**config.mk**
```make
export PLATFORM = sky130hd
export DESIGN_NAME = div_gen_flat
export DESIGN_NICKNAME = d
export VERILOG_FILES = /design/src/rtl/div_gen_if.sv /design/src/rtl/div_gen.sv /design/src/flat_wrapper.sv
export SDC_FILE = /design/constraint.sdc
export NUM_CORES = 1
export LEC_CHECK = 0
export ABC_AREA = 1
export BUFFER_PORTS_ARGS = -buffer_cell sky130_fd_sc_hd__buf_2
export CORE_MARGIN = 5
export CORE_UTILIZATION = 30
export DETAILED_ROUTE_END_ITERATION = 7
export GPL_ROUTABILITY_DRIVEN = 0
export HOLD_SLACK_MARGIN = 0.06
export PLACE_DENSITY = 0.47
export SKIP_LAST_GASP = 1
export SLEW_MARGIN = 0
export SYNTH_ARGS = -nofsm -noshare
export SYNTH_HDL_FRONTEND = slang
export SYNTH_SLANG_ARGS = --single-unit
```
**constraint.sdc**
```tcl
create_clock -name clk -period 2.9 [get_ports clk]
set_clock_uncertainty 0.2 [all_clocks]
set_input_delay 0.29 -clock clk [delete_from_list [all_inputs] [get_ports clk]]
set_output_delay 0.29 -clock clk [all_outputs]
set_load 0.01 [all_outputs]
```
**src/rtl/div_gen_if.sv**
```systemverilog
// Request/result bundle for div_gen: operands and start in, quotient/remainder/flags out.
// The master drives start and operands; the slave (divider) returns ready, done_tick and the result.
interface div_gen_if #(
    parameter int W = 32
);
    logic         start;
    logic         sgn;
    logic [W-1:0] dvnd;
    logic [W-1:0] dvsr;
    logic [W-1:0] quo;
    logic [W-1:0] rmd;
    logic         err;
    logic         ready;
    logic         done_tick;

    modport master (
        output start, sgn, dvnd, dvsr,
        input  quo, rmd, err, ready, done_tick
    );

    modport slave (
        input  start, sgn, dvnd, dvsr,
        output quo, rmd, err, ready, done_tick
    );
endinterface

```
**src/rtl/div_gen.sv**
```systemverilog
// Restoring sequential divider, one quotient bit per cycle; done_tick W+1 cycles after start, one op at a time.
// Starts are only taken while ready=1; DIV_GEN_SIGNED_EN enables signed mode via sgn.
module div_gen #(
    parameter int W    = 32,
    parameter int CBIT = 6
) (
    input  logic     clk,
    input  logic     reset,
    div_gen_if.slave bus
);

    localparam logic [W-1:0]    MOST_NEG = {1'b1, {(W-1){1'b0}}};
    localparam logic [CBIT-1:0] LAST_CNT = CBIT'(W - 2);

    typedef enum logic [1:0] {
        IDLE,
        OP,
        LAST,
        DONE
    } state_t;

    state_t          r_state;
    logic [CBIT-1:0] r_cnt;
    logic [W-1:0]    r_rem;
    logic [W-1:0]    r_acc;
    logic [W-1:0]    r_dvsr;
    logic [W-1:0]    r_dvnd_raw;
    logic            r_dz;
    logic            r_ovf;
    logic [W-1:0]    r_quo;
    logic [W-1:0]    r_rmd;
    logic            r_err;
    logic            r_ready;
    logic            r_done_tick;

    logic            w_accept;
    logic [W:0]      w_trial;
    logic [W:0]      w_diff;
    logic            w_ge;
    logic [W-1:0]    w_rem_nxt;
    logic [W-1:0]    w_acc_nxt;
    logic [W-1:0]    w_mag_n;
    logic [W-1:0]    w_mag_d;
    logic            w_ovf_in;
    logic [W-1:0]    w_q_sign;
    logic [W-1:0]    w_r_sign;
    logic [W-1:0]    w_quo_fin;
    logic [W-1:0]    w_rmd_fin;

    assign w_accept = bus.start & r_ready & (r_state == IDLE);

    // Partial remainder stays below the divisor, so a borrow in the top bit means "does not fit".
    assign w_trial   = {r_rem, r_acc[W-1]};
    assign w_diff    = w_trial - {1'b0, r_dvsr};
    assign w_ge      = ~w_diff[W];
    assign w_rem_nxt = w_ge ? w_diff[W-1:0] : w_trial[W-1:0];
    assign w_acc_nxt = {r_acc[W-2:0], w_ge};

`ifdef DIV_GEN_SIGNED_EN
    logic w_neg_n;
    logic w_neg_d;
    logic r_neg_q;
    logic r_neg_r;

    assign w_neg_n  = bus.sgn & bus.dvnd[W-1];
    assign w_neg_d  = bus.sgn & bus.dvsr[W-1];
    assign w_mag_n  = w_neg_n ? (W'(0) - bus.dvnd) : bus.dvnd;
    assign w_mag_d  = w_neg_d ? (W'(0) - bus.dvsr) : bus.dvsr;
    assign w_ovf_in = bus.sgn & (bus.dvnd == MOST_NEG) & (bus.dvsr == '1);
    assign w_q_sign = r_neg_q ? (W'(0) - w_acc_nxt) : w_acc_nxt;
    assign w_r_sign = r_neg_r ? (W'(0) - w_rem_nxt) : w_rem_nxt;

    always_ff @(posedge clk) begin
        if (reset) begin
            r_neg_q <= 1'b0;
            r_neg_r <= 1'b0;
        end else if (w_accept) begin
            r_neg_q <= w_neg_n ^ w_neg_d;
            r_neg_r <= w_neg_n;
        end
    end
`else
    assign w_mag_n  = bus.dvnd;
    assign w_mag_d  = bus.dvsr;
    assign w_ovf_in = 1'b0;
    assign w_q_sign = w_acc_nxt;
    assign w_r_sign = w_rem_nxt;
`endif

    always_comb begin
        w_quo_fin = w_q_sign;
        w_rmd_fin = w_r_sign;
        if (r_dz) begin
            w_quo_fin = '1;
            w_rmd_fin = r_dvnd_raw;
        end else if (r_ovf) begin
            w_quo_fin = MOST_NEG;
            w_rmd_fin = '0;
        end
    end

    // done_tick and ready trail the state by one cycle, giving the W+3 issue period.
    always_ff @(posedge clk) begin
        if (reset) begin
            r_state     <= IDLE;
            r_cnt       <= '0;
            r_rem       <= '0;
            r_acc       <= '0;
            r_dvsr      <= '0;
            r_dvnd_raw  <= '0;
            r_dz        <= 1'b0;
            r_ovf       <= 1'b0;
            r_quo       <= '0;
            r_rmd       <= '0;
            r_err       <= 1'b0;
            r_ready     <= 1'b1;
            r_done_tick <= 1'b0;
        end else begin
            r_done_tick <= (r_state == DONE);
            r_ready     <= (r_state == IDLE) && !w_accept;
            case (r_state)
                IDLE: begin
                    if (w_accept) begin
                        r_cnt      <= '0;
                        r_rem      <= '0;
                        r_acc      <= w_mag_n;
                        r_dvsr     <= w_mag_d;
                        r_dvnd_raw <= bus.dvnd;
                        r_dz       <= (bus.dvsr == '0);
                        r_ovf      <= w_ovf_in;
                        r_state    <= OP;
                    end
                end
                OP: begin
                    r_rem <= w_rem_nxt;
                    r_acc <= w_acc_nxt;
                    r_cnt <= r_cnt + CBIT'(1);
                    if (r_cnt == LAST_CNT) begin
                        r_state <= LAST;
                    end
                end
                LAST: begin
                    r_quo   <= w_quo_fin;
                    r_rmd   <= w_rmd_fin;
                    r_err   <= r_dz | r_ovf;
                    r_state <= DONE;
                end
                DONE: begin
                    r_state <= IDLE;
                end
                default: begin
                    r_state <= IDLE;
                end
            endcase
        end
    end

    assign bus.quo       = r_quo;
    assign bus.rmd       = r_rmd;
    assign bus.err       = r_err;
    assign bus.ready     = r_ready;
    assign bus.done_tick = r_done_tick;

endmodule
```
**src/flat_wrapper.sv**
```systemverilog
// flat-port wrapper written by rule: the top's interface ports become plain ports
module div_gen_flat 
#(
    parameter int W    = 32,
    parameter int CBIT = 6
)
  (clk, reset, bus_start, bus_sgn, bus_dvnd, bus_dvsr, bus_quo, bus_rmd, bus_err, bus_ready, bus_done_tick);
  div_gen_if #(.W(W)) bus_i ();
  input  logic clk;
  input  logic reset;
  input wire logic [$bits(bus_i.start)-1:0] bus_start;
  input wire logic [$bits(bus_i.sgn)-1:0] bus_sgn;
  input wire logic [$bits(bus_i.dvnd)-1:0] bus_dvnd;
  input wire logic [$bits(bus_i.dvsr)-1:0] bus_dvsr;
  output wire logic [$bits(bus_i.quo)-1:0] bus_quo;
  output wire logic [$bits(bus_i.rmd)-1:0] bus_rmd;
  output wire logic [$bits(bus_i.err)-1:0] bus_err;
  output wire logic [$bits(bus_i.ready)-1:0] bus_ready;
  output wire logic [$bits(bus_i.done_tick)-1:0] bus_done_tick;
  assign bus_i.start = bus_start;
  assign bus_i.sgn = bus_sgn;
  assign bus_i.dvnd = bus_dvnd;
  assign bus_i.dvsr = bus_dvsr;
  assign bus_quo = bus_i.quo;
  assign bus_rmd = bus_i.rmd;
  assign bus_err = bus_i.err;
  assign bus_ready = bus_i.ready;
  assign bus_done_tick = bus_i.done_tick;
  div_gen #(.W(W), .CBIT(CBIT)) u_core (.clk(clk), .reset(reset), .bus(bus_i));
endmodule
```
==> results.toml, run 1 <==
[logic_synthesis]
synth.cell_area_um2 = 10840
synth_common_cells = "nand2_1 (465), inv_1 (261), dfxtp_1 (204)"
synth-edff-count = 0
yosysTopAreaCell = "dfxtp_1"
ys_warn_count = 0
synth_top_area_share_pct = 37.67
yosysSeqAreaShare_pct = 37.67
synthDistinctLibCells = 39
avgSynthCellArea_um2 = 6.738
synthesis.nets = 1716
synth_area_leaders = "dfxtp_1 (38%), nand2_1 (16%), inv_1 (9.0%)"
synth_most_common_cell = "nand2_1"
synth_seq_cells = 204
synthCells = 1609
synth-async-reset-ratio_pct = 0
synthFlopType = "dfxtp_1"

[critical_path]
start_kind = "flop"
r2r_start = "u_core.r_acc[31]$_SDFFE_PP0P_"
critical_path_class = "flop to flop"
end_kind = "flop"
reg2reg_slack_ns = 0.19
cp.arrival_ns = 2.90
crit_required_ns = 3.08
critPathLaunch = "u_core.r_acc[31]$_SDFFE_PP0P_"
worstPathMaxFanout = 17

[clocking]
cts_buffers = 24
cts_sinks = 204
clk_latency_ns = 0.53
clk_path_buf_depth = 3
post_cts_buffers = 0
path_clk_slew_ns = 0.06
cts_tree = "done"
htree_levels = 1
clockRootBuffer = "clkbuf_16"

[status]
outcome = "completed"

[floorplanning]
io_pins = 135
initial_core_util_pct = 30.41
core_region_area_um2 = 35660
row_count = 69
dieArea_um2 = 40040
die_h_um = 200.1
fp.dieW_um = 200.1

[power_and_ir_drop]
p_comb_share_pct = 44.1
ir_drop_uv = 389.7
p_int_w = 0.006906
p_clk_share_pct = 25.2
power.density_nw_per_um2 = 877.1
switching_share_pct = 41.87
leakage_nw = 6.186
pwr-share-seq_pct = 30.8
p_sw_w = 0.004974
p_total_w = 0.01188

[sta]
timing.slew.headroom_pct = 27.67
timing.fmax_ghz = 0.3683
hold_viol = 0
fin_tns_setup_ns = 0
drv_slew = 0
setup_violations = 0
tightest_slew_ns = 1.084
period_share_pct = 93.62
fin_crit_ns = 2.715
rsz0062_at_grt = "no"

[detailed_routing]
viasPerCell = 4.703
routedWlPerCell_um = 15.27
vias = 10640
route.detailed.drc = 0
drt_iter0_markers = 697
wl_mm = 34.54
drtPass1Iterations = 5
ant_nets = 0

[place]
dp_hpwl_mm = 25.54
io_buffers = 133
place_area_um2 = 12070

[finish]
area_growth_syn_to_layout_pct = 24.94
fin_area_um2 = 13550
layout-drive-gt1-share_pct = 14.88
layout.area.seq_um2 = 4084
multi_input_area_um2 = 5474
fillers = 3831
antenna_cells = 0
nNetsFinal = 1894

[hold_path]
min_from = "bus_start"
hp-class = "primary input to flop"

[global_route]
grt_max_degree = 78
use_met2_pct = 26.90
antenna_found_initial = 0
grt_pass1_vias = 9984
grt.overflow.total = 0
grt_usage_pct = 16.32
grt_pass1_wl_mm = 54.43
grt_busiest_layer = "met2"
use_met1_pct = 22.70
grt.met3_usage_pct = 2.232

[job]
max_cap_viol_count = 0
==> through the flow <==
stage                     setup slack (ns)  hold WS, ns  instances  util (%)
after floorplan                     0.5274       0.2245       1609         -
after global placement              0.1332       0.2357       2156     33.84
after global routing              0.003843       0.1418       2262     37.99
after detailed placement            0.1113       0.2439       2156     33.84
final                               0.1850       0.1454       2262     37.99
after CTS                          0.06719       0.1161       2260     37.81
==> flip-flops by register name (all words and copies together), names as in the netlist <==
name	cells
u_core.bus.done_tick	1
u_core.bus.quo	32
u_core.r_state	2
u_core.bus.ready	1
u_core.r_dz	1
u_core.r_dvsr	32
u_core.r_rem	32
u_core.r_cnt	6
u_core.r_dvnd_raw	32
u_core.bus.err	1
u_core.bus.rmd	32
u_core.r_acc	32
==> cell families (layout without fill, tap and decap cells) <==
family,count (synthesis),count (layout),synth area share [%]
AO/OA/AOI/OAI,331,331,17.68
XOR/XNOR,15,15,1.212
adder cells (fa/ha/maj),39,39,4.570
buffers and inverters,343,534,12.19
flip-flops,204,204,37.67
AND/OR/NAND/NOR,677,678,26.68
==> final cells by class <==
cell class / count / area share, %
clock inverters: 8 / 0.7851
repair buffers: 228 / 12.06
inverters: 266 / 7.380
flip-flops and latches: 204 / 30.15
clock buffers: 32 / 4.951
multi-input cells: 1063 / 40.41
well taps: 461 / 4.258
==> placed cells by master, fill, tap and decap left out, types with 2 or more instances in the layout <==
cell type      instances
nand2_1              465
inv_1                259
dfxtp_1              204
a21oi_1              154
buf_2                132
o21ai_0              105
nand3_1               88
dlygate4sd3_1         64
nor2_1                46
ha_1                  38
a31oi_1               32
o221a_2               30
clkbuf_16             25
buf_4                 25
nand3b_1              23
xnor2_1               13
nand2_2               11
nand4_1               11
nor4_1                 9
nor2_2                 7
buf_12                 6
a21oi_2                5
nor3_1                 5
inv_2                  5
clkinv_2               4
clkbuf_8               4
clkbuf_1               4
and2_1                 3
xor2_1                 2
nand2_4                2
bufinv_16              2
clkinvlp_4             2
==> worst paths after layout <==
kind,endpoint,cells past startpoint
setup / recovery,u_core.bus.rmd[13]$_SDFFE_PP0P_,17
setup reg to reg,u_core.bus.rmd[13]$_SDFFE_PP0P_,17
hold reg to reg,u_core.r_dvnd_raw[3]$_SDFFE_PP0P_,2
hold / removal,u_core.r_state[1]$_SDFFE_PP0P_,4
==> metal layers <==
metal  vias to the layer above  wire [um]
met3                        41       1424
met1                      4846      16600
li1                       5541          -
met2                       210      15660
met4                         0        856
met5                         -          0
==> power groups by stage <==
stage,clock (W),sequential (W),combinational (W)
after floorplan,0,0.00374,0.00347
after detailed placement,0,0.00372,0.00512
after global routing,0.00319,0.00372,0.00589
final,0.00299,0.00365,0.00524
after CTS,0.00309,0.00366,0.00522
after global placement,0,0.00371,0.00511
==> critical path: stages, from the launching register on <==
cell	delay, ns
dfxtp_1	0.30
inv_1	0.06
ha_1	0.21
fa_1	0.41
inv_1	0.11
nand2_1	0.05
nand2_1	0.06
nand3_1	0.08
nand2_2	0.09
nand2_1	0.06
nand2_2	0.10
nand2_2	0.09
nand2_2	0.08
nand2_4	0.11
nand2_4	0.25
nand2_1	0.11
nand3_1	0.11
a21oi_1	0.07
==> repair_timing <==
item,4_1_cts,5_1_grt
hold buffers,64,0
resized for setup,0,5
hold endpoints to repair,95,0
setup endpoints to repair,0,64
Power figures use the tool's default switching activity.
==> inputs of run 2 (changes only) <==
- ABC_AREA: 1 -> unset
- PLACE_DENSITY: 0.47 -> 0.49
- RECOVER_POWER: unset -> 50
==> results.toml, run 2 <==
[sta]
setup_violations = 66
fin_tns_setup_ns = -10.96
period_share_pct = 108.4
fin_crit_ns = 3.143
rsz0062_at_grt = "yes"
drv_slew = 0
timing.slew.headroom_pct = 44.41
hold_viol = 0
timing.fmax_ghz = 0.3182
tightest_slew_ns = 0.8338
whs_ns = 0.2557
layout_setup_ws_ns = -0.2429

[finish]
area_growth_syn_to_layout_pct = 41.53
final_cell_mix = "dfxtp_1 (195), nand2_1 (186), buf_4 (126), a21oi_1 (102), nor2_1 (100)"
antenna_cells = 0
postLayoutCoreUtil_pct = 43.13
fillers = 3181
final_common_cell = "dfxtp_1"
nNetsFinal = 1581
layout-drive-gt1-share_pct = 23.57

[clocking]
path_clk_slew_ns = 0.06
cts_tree = "done"
htree_levels = 1
clk_path_buf_depth = 3
cts_sinks = 204
clockRootBuffer = "clkbuf_16"
clk_latency_ns = 0.51
cts_buffers = 23

[logic_synthesis]
synth-edff-count = 0
synth_seq_cells = 204
synth_common_cells = "dfxtp_1 (204), nand2_1 (187), a21oi_1 (126)"
synthesis.nets = 1300
synth_top_area_share_pct = 42.36
avgSynthCellArea_um2 = 8.082
synth_most_common_cell = "dfxtp_1"
synthFlopType = "dfxtp_1"
ys_warn_count = 0
yosysTopAreaCell = "dfxtp_1"
synth.cell_area_um2 = 9642
synthCells = 1193
synthDistinctLibCells = 60
synth-async-reset-ratio_pct = 0
synth_area_leaders = "dfxtp_1 (42%), nand2_1 (7.3%), a21oi_1 (6.5%)"
yosysSeqAreaShare_pct = 42.36

[hold_path]
hold_end = "u_core.r_dvsr[16]$_SDFFE_PP0P_"
hp-class = "flop to flop"
min_from = "u_core.r_dvsr[16]$_SDFFE_PP0P_"
hold_depth = 2

[critical_path]
critical_path_class = "flop to flop"
path_delay_family = "compound AO/OA/AOI/OAI gates"
worstPathMaxFanout = 8
crit_required_ns = 3.08
crit_buf_inv = 4
crit_chain = "inv_2, ha_4, fa_2, nor2b_4, o311a_4, o32ai_4, o211ai_2, o21a_1, o211ai_4, buf_12, clkbuf_16, buf_6, nor2_4, a21oi_4, o21ai_1"
critPathLaunch = "u_core.r_acc[31]$_SDFFE_PP0P_"
r2r_start = "u_core.r_acc[31]$_SDFFE_PP0P_"
cpPeakStageDelay_ns = 0.37
start_kind = "flop"
path_depth = 15
end_kind = "flop"
slowest_stage = "o311a_4"
timing.rr.end = "u_core.bus.rmd[14]$_SDFFE_PP0P_"
r2r_cells = 15
cp.arrival_ns = 3.33
reg2reg_slack_ns = -0.24

[power_and_ir_drop]
ir_drop_uv = 574.1
leakage_nw = 5.420
power.density_nw_per_um2 = 1163
p_total_w = 0.01587

[status]
violations = "setup timing"
outcome = "complete, but fails checks"

[detailed_routing]
wl_mm = 32.40
vias = 9604
routedWlPerCell_um = 17.13
ant_nets = 0
drtPass1Iterations = 7
viasPerCell = 5.079
drt_iter0_markers = 649
route.detailed.drc = 0

[job]
max_cap_viol_count = 0

[floorplanning]
initial_core_util_pct = 30.48
die_h_um = 189.3
fp.dieW_um = 189.3
core_region_area_um2 = 31640
dieArea_um2 = 35830
io_pins = 135
row_count = 65

[global_route]
grt_max_degree = 67
grt_usage_pct = 17.35
grt_pass1_wl_mm = 51.41
grt.overflow.total = 0
antenna_found_initial = 0
grt_pass1_vias = 9657

[place]
io_buffers = 133
dp_hpwl_mm = 23.10
[run 2: cell count changes after synthesis, moves of 22 or more]
cell	previous run	this run
nor3b_1	0	27
o21ai_1	0	38
a222oi_1	0	30
nand3_1	88	5
nand3b_1	23	1
nor2_1	49	110
o21ai_0	105	43
nand2_1	465	187
o22ai_1	1	36
o221a_2	30	0
a21oi_1	154	126
inv_1	261	43
[run 2: how the worst max path moves through the flow]
stage / end
6_report: u_core.bus.rmd[14]$_SDFFE_PP0P_
3_5_place_dp: u_core.bus.rmd[23]$_SDFFE_PP0P_
4_1_cts: u_core.r_rem[15]$_SDFFE_PP0P_
5_1_grt: u_core.bus.rmd[20]$_SDFFE_PP0P_
3_3_place_gp: u_core.bus.rmd[23]$_SDFFE_PP0P_
2_1_floorplan: u_core.r_acc[0]$_SDFFE_PP0P_
[run 2: metal layers]
metal	share of wire (%)	routed length, um	vias up	track usage, %
met5	0	0	-	0
met4	2.0	649	0	3.617
met3	3.8	1229	44	2.471
met2	50	16120	168	31.00
met1	44	14400	4585	22.36
li1	-	-	4807	-
[run 2: power by group]
group	switching, W	leakage (nW)	internal (W)	total [W]
Sequential	0.000399	1.66	0.00336	0.00376
Clock	0.00118	0.375	0.00169	0.00287
Combinational	0.00478	3.38	0.00445	0.00924
[run 2: cell type report]
cell class	count	area (um2)	area share [%]
clock buffers	31	665.6	4.878
clock inverters	9	73.82	0.5410
inverters	43	161.4	1.183
multi-input cells	859	5659	41.47
flip-flops and latches	204	4095	30.01
well taps	402	503.0	3.686
repair buffers	343	2487	18.23
[run 2: what timing repair did]
item | CTS | global route
resized for setup | 55 | 99
hold buffers | 67 | 0
endpoints found under the hold margin | 103 | 0
pin swaps | 9 | 48
gates cloned | 2 | 3
buffers inserted | 9 | 7
setup endpoints to repair | 66 | 66
[run 2: metrics by stage]
| step | area (um2) | setup WS, ns | cells |
|---|---|---|---|
| floorplan | 9657 | -0.003880 | 1193 |
| global route | 13650 | -0.3889 | 1891 |
| finish | 13650 | -0.2429 | 1891 |
| detailed placement | 11460 | -0.3485 | 1765 |
| CTS | 13230 | -0.2042 | 1883 |
| global placement | 11460 | -0.3104 | 1765 |
[run 2: kinds of logic (layout without fill, tap and decap cells)]
kind of cell	after synthesis	in the layout	synth area share (%)
xor+xnor	31	31	2.816
mux	14	14	1.453
simple gates	406	406	18.91
buf+inv	130	426	5.372
fa+ha+maj	39	39	5.139
compound gates	369	369	23.96
flops	204	204	42.36
[run 2: worst min-delay path: stages, from the launching register on]
cell	delay, ns
dfxtp_1	0.31
nand2_1	0.05
a21oi_1	0.05
